[src/rtl/atm_balance_arbiter_if.sv]
// Terminal-to-arbiter bus for atm_balance_arbiter.
// Purpose: groups the request and response signals that the terminal
// front-ends share with the balance arbiter.
// Signals:
//   req         per-terminal request, held until done
//   opCode      packed 2-bit op per terminal (00 no-op, 01 view, 10 deposit, 11 withdraw)
//   acct        packed AW-bit account index per terminal
//   amount      packed BAL_W-bit amount per terminal
//   gnt         one-hot grant, high for the whole transaction
//   done        one-cycle completion pulse
//   status      00 OK, 01 insufficient funds, 10 overflow, 11 bad op/account
//   balance_out balance after the transaction, valid with done
//   busy        arbiter is not idle
// Modports: master = terminal side, slave = arbiter side.
interface atm_balance_arbiter_if #(
  parameter int NUM_TERM = 4,
  parameter int NUM_ACCT = 8,
  parameter int BAL_W    = 32
);
  localparam int AW = $clog2(NUM_ACCT);

  logic [NUM_TERM-1:0]       req;
  logic [2*NUM_TERM-1:0]     opCode;
  logic [AW*NUM_TERM-1:0]    acct;
  logic [BAL_W*NUM_TERM-1:0] amount;
  logic [NUM_TERM-1:0]       gnt;
  logic                      done;
  logic [1:0]                status;
  logic [BAL_W-1:0]          balance_out;
  logic                      busy;

  modport master (
    output req, opCode, acct, amount,
    input  gnt, done, status, balance_out, busy
  );

  modport slave (
    input  req, opCode, acct, amount,
    output gnt, done, status, balance_out, busy
  );
endinterface

[src/rtl/atm_balance_arbiter.sv]
// atm_balance_arbiter
// Purpose: serialises view/deposit/withdraw transactions from NUM_TERM ATM
// terminals onto a single on-chip balance store. Round-robin arbitration,
// one read-modify-write per transaction, fixed 3-cycle latency from the
// arbitration edge to the done pulse.
// Ports:
//   clk    rising-edge clock
//   reset  synchronous active-low reset (reloads every account to INIT_BAL)
//   bus    atm_balance_arbiter_if.slave (req/opCode/acct/amount in,
//          gnt/done/status/balance_out/busy out)
module atm_balance_arbiter #(
  parameter int          NUM_TERM = 4,
  parameter int          NUM_ACCT = 8,
  parameter int          BAL_W    = 32,
  parameter int unsigned INIT_BAL = 1000
) (
  input  logic                 clk,
  input  logic                 reset,
  atm_balance_arbiter_if.slave bus
);
  localparam int AW = $clog2(NUM_ACCT);
  localparam int IW = $clog2(NUM_TERM);

  localparam logic [1:0] OP_VIEW     = 2'b01;
  localparam logic [1:0] OP_DEPOSIT  = 2'b10;
  localparam logic [1:0] OP_WITHDRAW = 2'b11;

  localparam logic [1:0] ST_OK       = 2'b00;
  localparam logic [1:0] ST_NOFUNDS  = 2'b01;
  localparam logic [1:0] ST_OVERFLOW = 2'b10;
  localparam logic [1:0] ST_BAD      = 2'b11;

  typedef enum logic [1:0] {IDLE, READ, EXEC, RESP} state_t;

  state_t           state;
  logic [IW-1:0]    last_grant;
  logic [BAL_W-1:0] bal_mem [NUM_ACCT];

  logic [IW-1:0]    win_p0;
  logic [1:0]       op_p0;
  logic [AW-1:0]    acct_p0;
  logic [BAL_W-1:0] amt_p0;
  logic [BAL_W-1:0] bal_p1;

  logic             win_found;
  logic [IW-1:0]    win_idx;
  logic [IW-1:0]    cand;
  logic             acct_ok;
  logic [BAL_W:0]   dep_sum;

  // Deposit sum carried one bit wide so the carry flags overflow.
  function automatic logic [BAL_W:0] add_wide(input logic [BAL_W-1:0] a,
                                              input logic [BAL_W-1:0] b);
    return {1'b0, a} + {1'b0, b};
  endfunction

  function automatic logic withdraw_ok(input logic [BAL_W-1:0] bal,
                                       input logic [BAL_W-1:0] amt);
    return amt <= bal;
  endfunction

  // Round-robin search begins one past the last winner.
  always_comb begin
    win_found = 1'b0;
    win_idx   = '0;
    cand      = '0;
    for (int i = 1; i <= NUM_TERM; i++) begin
      cand = IW'((int'(last_grant) + i) % NUM_TERM);
      if (!win_found && bus.req[cand]) begin
        win_found = 1'b1;
        win_idx   = cand;
      end
    end
  end

  assign acct_ok  = ({1'b0, acct_p0} < (AW+1)'(NUM_ACCT));
  assign dep_sum  = add_wide(bal_p1, amt_p0);
  assign bus.busy = (state != IDLE);

  always_ff @(posedge clk) begin
    if (!reset) begin
      state           <= IDLE;
      bus.gnt         <= '0;
      bus.done        <= 1'b0;
      bus.status      <= ST_OK;
      bus.balance_out <= '0;
      last_grant      <= IW'(NUM_TERM - 1);
      for (int i = 0; i < NUM_ACCT; i++) bal_mem[i] <= BAL_W'(INIT_BAL);
    end else begin
      case (state)
        // IDLE: arbitrate and latch the winner's request
        IDLE: begin
          if (win_found) begin
            win_p0  <= win_idx;
            op_p0   <= bus.opCode[int'(win_idx)*2 +: 2];
            acct_p0 <= bus.acct[int'(win_idx)*AW +: AW];
            amt_p0  <= bus.amount[int'(win_idx)*BAL_W +: BAL_W];
            bus.gnt <= NUM_TERM'(1) << win_idx;
            state   <= READ;
          end
        end
        // READ: fetch the current balance
        READ: begin
          bal_p1 <= acct_ok ? bal_mem[acct_p0] : '0;
          state  <= EXEC;
        end
        // EXEC: evaluate the op, write back, register the response
        EXEC: begin
          bus.done        <= 1'b1;
          bus.balance_out <= bal_p1;
          state           <= RESP;
          if (!acct_ok) begin
            bus.status <= ST_BAD;
          end else begin
            case (op_p0)
              OP_VIEW: bus.status <= ST_OK;
              OP_DEPOSIT: begin
                if (dep_sum[BAL_W]) begin
                  bus.status <= ST_OVERFLOW;
                end else begin
                  bus.status      <= ST_OK;
                  bus.balance_out <= dep_sum[BAL_W-1:0];
                  bal_mem[acct_p0] <= dep_sum[BAL_W-1:0];
                end
              end
              OP_WITHDRAW: begin
                if (!withdraw_ok(bal_p1, amt_p0)) begin
                  bus.status <= ST_NOFUNDS;
                end else begin
                  bus.status      <= ST_OK;
                  bus.balance_out <= bal_p1 - amt_p0;
                  bal_mem[acct_p0] <= bal_p1 - amt_p0;
                end
              end
              default: bus.status <= ST_BAD;
            endcase
          end
        end
        // RESP: done is high this cycle; release grant and advance priority
        RESP: begin
          bus.done   <= 1'b0;
          bus.gnt    <= '0;
          last_grant <= win_p0;
          state      <= IDLE;
        end
        default: state <= IDLE;
      endcase
    end
  end
endmodule

[src/flat_wrapper.sv]
// flat-port wrapper written by rule: the top's interface ports become plain ports
module atm_balance_arbiter_flat 
#(
  parameter int          NUM_TERM = 4,
  parameter int          NUM_ACCT = 8,
  parameter int          BAL_W    = 32,
  parameter int unsigned INIT_BAL = 1000
)
  (clk, reset, bus_req, bus_opCode, bus_acct, bus_amount, bus_gnt, bus_done, bus_status, bus_balance_out, bus_busy);
  atm_balance_arbiter_if #(.NUM_TERM(NUM_TERM), .NUM_ACCT(NUM_ACCT), .BAL_W(BAL_W)) bus_i ();
  input  logic clk;
  input  logic reset;
  input wire logic [$bits(bus_i.req)-1:0] bus_req;
  input wire logic [$bits(bus_i.opCode)-1:0] bus_opCode;
  input wire logic [$bits(bus_i.acct)-1:0] bus_acct;
  input wire logic [$bits(bus_i.amount)-1:0] bus_amount;
  output wire logic [$bits(bus_i.gnt)-1:0] bus_gnt;
  output wire logic [$bits(bus_i.done)-1:0] bus_done;
  output wire logic [$bits(bus_i.status)-1:0] bus_status;
  output wire logic [$bits(bus_i.balance_out)-1:0] bus_balance_out;
  output wire logic [$bits(bus_i.busy)-1:0] bus_busy;
  assign bus_i.req = bus_req;
  assign bus_i.opCode = bus_opCode;
  assign bus_i.acct = bus_acct;
  assign bus_i.amount = bus_amount;
  assign bus_gnt = bus_i.gnt;
  assign bus_done = bus_i.done;
  assign bus_status = bus_i.status;
  assign bus_balance_out = bus_i.balance_out;
  assign bus_busy = bus_i.busy;
  atm_balance_arbiter #(.NUM_TERM(NUM_TERM), .NUM_ACCT(NUM_ACCT), .BAL_W(BAL_W), .INIT_BAL(INIT_BAL)) u_core (.clk(clk), .reset(reset), .bus(bus_i));
endmodule
[config.mk]
export PLATFORM = sky130hd
export DESIGN_NAME = atm_balance_arbiter_flat
export DESIGN_NICKNAME = d
export VERILOG_FILES = /design/src/rtl/atm_balance_arbiter_if.sv /design/src/rtl/atm_balance_arbiter.sv /design/src/flat_wrapper.sv
export SDC_FILE = /design/constraint.sdc
export NUM_CORES = 1
export LEC_CHECK = 0
export CAP_MARGIN = 25
export CELL_PAD_IN_SITES_DETAIL_PLACEMENT = 1
export CELL_PAD_IN_SITES_GLOBAL_PLACEMENT = 1
export CORE_MARGIN = 10
export CORE_UTILIZATION = 46
export CTS_CLUSTER_SIZE = 12
export DETAILED_ROUTE_END_ITERATION = 12
export PLACE_DENSITY = 0.93
export SYNTH_ARGS = -nofsm -noshare
export SYNTH_HDL_FRONTEND = slang
export SYNTH_SLANG_ARGS = --single-unit
[constraint.sdc]
create_clock -name clk -period 4.7 [get_ports clk]
set_input_delay 1.41 -clock clk [delete_from_list [all_inputs] [get_ports clk]]
set_output_delay 1.41 -clock clk [all_outputs]
set_load 0.01 [all_outputs]
==> impl_metrics.csv <==
group,metric,value,unit
clock_tree,cts_tree,"built",
synthesis,synth_area_leaders,"edfxtp_1 (49%), nor2_1 (5.5%), a22oi_1 (4.8%)",
timing,setup_viol,0,
global_routing,track_usage,28.6,%
placement,place_area,22800,sq um
synthesis,synth-xor-area-share,2.29,%
placement,dp_slack,0.263,ns
route,drc,0,
min_path,hold_class,"flop to flop",
route,dr.pass1.iters,7,
route,wl_met2,38.6,mm
finish,n_antenna_cell,0,
clock_tree,insertion_delay,0.59,ns
route,ant_nets,0,
global_routing,grt_max_degree,76,
clock_tree,clock-root-buffer,"clkbuf_16",
timing,final.setup_skew,0.0276,ns
synthesis,syn_area,19900,sq um
placement,port_buffers,193,
power_and_ir_drop,pwr-share-clk,26.1,%
synthesis,synth_top_area_share,49.4,%
setup_path,cp.required,5.00,ns
power_and_ir_drop,vdd_drop_max,0.382,mV
setup_path,crit_type,"flop to flop",
clock_tree,cts_sinks,370,
route,first_iter_violations,2309,
timing,worst_slack,0.427,ns
power_and_ir_drop,p_sw_share,39.4,%
timing,hold_ws,0.492,ns
synthesis,synth_top_family_by_area,"compound AO/OA/AOI/OAI gates",
route,met3WireLength,5.82,mm
status,outcome,"complete, no violations",
timing,fin_crit_sh,90.9,%
setup_path,cpPeakStageDelay,0.80,ns
synthesis,synthMuxAreaShare,1.27,%
synthesis,synth_nets,2160,
synthesis,syn_avg_cell_area,10.3,sq um
finish,syn_to_final_growth,21.8,%
finish,fin_area,24200,sq um
synthesis,yosys-top-cells-count,"edfxtp_1 (327), nor2_1 (291), nand2_1 (208)",
timing,worstMarginPinSlew,0.955,ns
global_routing,antenna_found_initial,0,
power_and_ir_drop,p_switching,4.74,mW
setup_path,slowest_stage,"o31ai_1",
global_routing,grt_pass1_vias,18361,
clock_tree,hold_buffers,0,
timing,max_clock_freq,0.234,GHz
power_and_ir_drop,power_frac_comb,39.4,%
floorplan,ios,194,
synthesis,ys_warn_count,0,
power_and_ir_drop,p_int,7.30,mW
setup_path,start_kind,"flop",
global_routing,gr-total-overflow,0,
timing,hold_viol_final,0,
synthesis,synth_cell_types,83,
route,met1Wirelength,28.8,mm
power_and_ir_drop,p_leak,8.83,nW
setup_path,crit_fanout,10,
floorplan,start_util,46.3,%
timing,rsz0062_at_grt,"false",
floorplan,die_w,228,um
synthesis,synth-compound-area-share,18.6,%
clock_tree,cts.clk_slew.worst_paths,0.06,ns
route,wirelength,77.4,mm
route,top_layer,"met4",
synthesis,synth-main-ff-cell,"edfxtp_1",
floorplan,std_cell_rows,76,
job,drv_cap,0,
setup_path,end_kind,"flop",
synthesis,synth-adder-area-share,4.54,%
finish,final_nets,2347,
power_and_ir_drop,power,12.0,mW
timing,fin_crit,4.27,ns
global_routing,grt_pass1_wl,115,mm
setup_path,path_cells,"ha_1 > and3_1 > a221oi_2 > buf_4 > o31ai_1 > a21oi_1 > buf_4 > a21oi_1 > xnor2_1 > mux2i_1 > nor2_1",
timing,drv_slew,0,
finish,final_util,56.4,%
synthesis,ys_seq_elements,370,
floorplan,core,42900,sq um
placement,routabilityCongestion,0.984,
power_and_ir_drop,p_seq_share,34.6,%
power_and_ir_drop,power.density,497,nW/um^2
placement,dp.final_hpwl,53.9,mm
synthesis,synthCells,1935,
timing,slew_headroom,34.5,%
timing,fin_setup_tns,0,ns
synthesis,ys_seq_area_share,53.7,%
finish,drive_gt1_share,9.01,%
setup_path,cp.arrival,4.57,ns
synthesis,synth_simple_gate_area_share,15.3,%
synthesis,netlist.top_cell.by_area,"edfxtp_1",
placement,place_inst,2658,
route,viasPerCell,6.43,
synthesis,synth_edf_count,327,
clock_tree,numCtsBuffers,40,
synthesis,async_reset_ff_share,0,%
floorplan,dieArea,51900,sq um
setup_path,path_buf_inv,2,
synthesis,yosysMostFrequentCell,"edfxtp_1",
floorplan,die_h,228,um
clock_tree,cts_max_level,2,
clock_tree,cts_resized,0,
finish,final_cells,2737,
clock_tree,clk_path_buf_depth,3,
route,routedWlPerCell,28.3,um
setup_path,cpLargestDelayFamily,"compound AO/OA/AOI/OAI gates",
route,routed-via-count,17608,
-- tightest hold or removal path, stage by stage, from the launching register on --
cell and delay, ns:
edfxtp_1 0.33, mux2i_1 0.07, nand2_1 0.06
-- flip-flops by register name (all words and copies together) (netlist names) --
signal                  flops
u_core.bus.balance_out     32
u_core.acct_p0              3
u_core.win_p0               2
u_core.last_grant           2
u_core.bus.status           2
u_core.state                2
u_core.bus.gnt              4
u_core.amt_p0              32
u_core.bus.done             1
u_core.op_p0                2
u_core.bal_mem            256
u_core.bal_p1              32
-- metal layers --
layer  vias up  global-route usage [%]
li1       7503                       -
met1      8878                    34.7
met2       984                    49.0
met3       243                    3.90
met4         0                    14.8
met5         -                       0
-- what timing repair did --
item | CTS | global route
endpoints found under the hold margin | 0 | 0
endpoints found under the setup margin | 0 | 8
buffers inserted | 0 | 4
-- layout by cell type (no fill, tap or decap), types with 21 or more instances in the layout --
cell type	netlist	layout
a22oi_1	128	128
buf_4	5	75
and2_1	48	48
dfxtp_1	43	43
nand2_1	208	208
xnor2_1	43	43
a21o_1	21	21
nand4_1	38	38
a211oi_1	45	44
clkdlybuf4s50_1	0	192
inv_1	69	69
clkbuf_16	0	40
edfxtp_1	327	327
o21ai_0	62	61
a31oi_1	57	57
nor2_1	291	289
ha_1	69	68
a21oi_1	83	83
-- cell families (layout without fill, tap and decap cells) --
| kind of cell | Yosys count | after routing |
|---|---|---|
| buffers and inverters | 210 | 427 |
| muxes | 23 | 23 |
| and+or+nand+nor | 685 | 685 |
| adders and majority gates | 71 | 71 |
| xor gates and xnor gates | 51 | 51 |
| DFF | 370 | 370 |
| AOI/OAI and AO/OA | 525 | 525 |
-- power by group through the flow --
stage	combinational [mW]	sequential, mW	clock [mW]
finish	4.74	4.16	3.14
global placement	4.35	4.19	0
floorplan	2.70	4.15	0
CTS	4.59	4.16	3.16
global route	5.02	4.18	3.28
detailed placement	4.52	4.22	0
-- final cells by class --
class	count	area (sq um)
Clock buffer	59	1110
Clock inverter	13	168
Fill cell	4628	18700
Inverter	70	263
Multi-Input combinational cell	1355	8430
Sequential cell	370	10700
Tap cell	585	732
Timing Repair Buffer	285	2830
-- worst paths after layout --
check | startpoint | to | slack, ns | depth (start not counted)
setup / recovery | u_core.bal_p1[4] | u_core.bal_mem[4][22] | 0.43 | 11
hold / removal | u_core.win_p0[1] | u_core.last_grant[1] | 0.49 | 2
setup reg to reg | u_core.bal_p1[4] | u_core.bal_mem[4][22] | 0.43 | 11
hold reg to reg | u_core.win_p0[1] | u_core.last_grant[1] | 0.49 | 2
No activity file was read; power rests on OpenSTA's default activity.
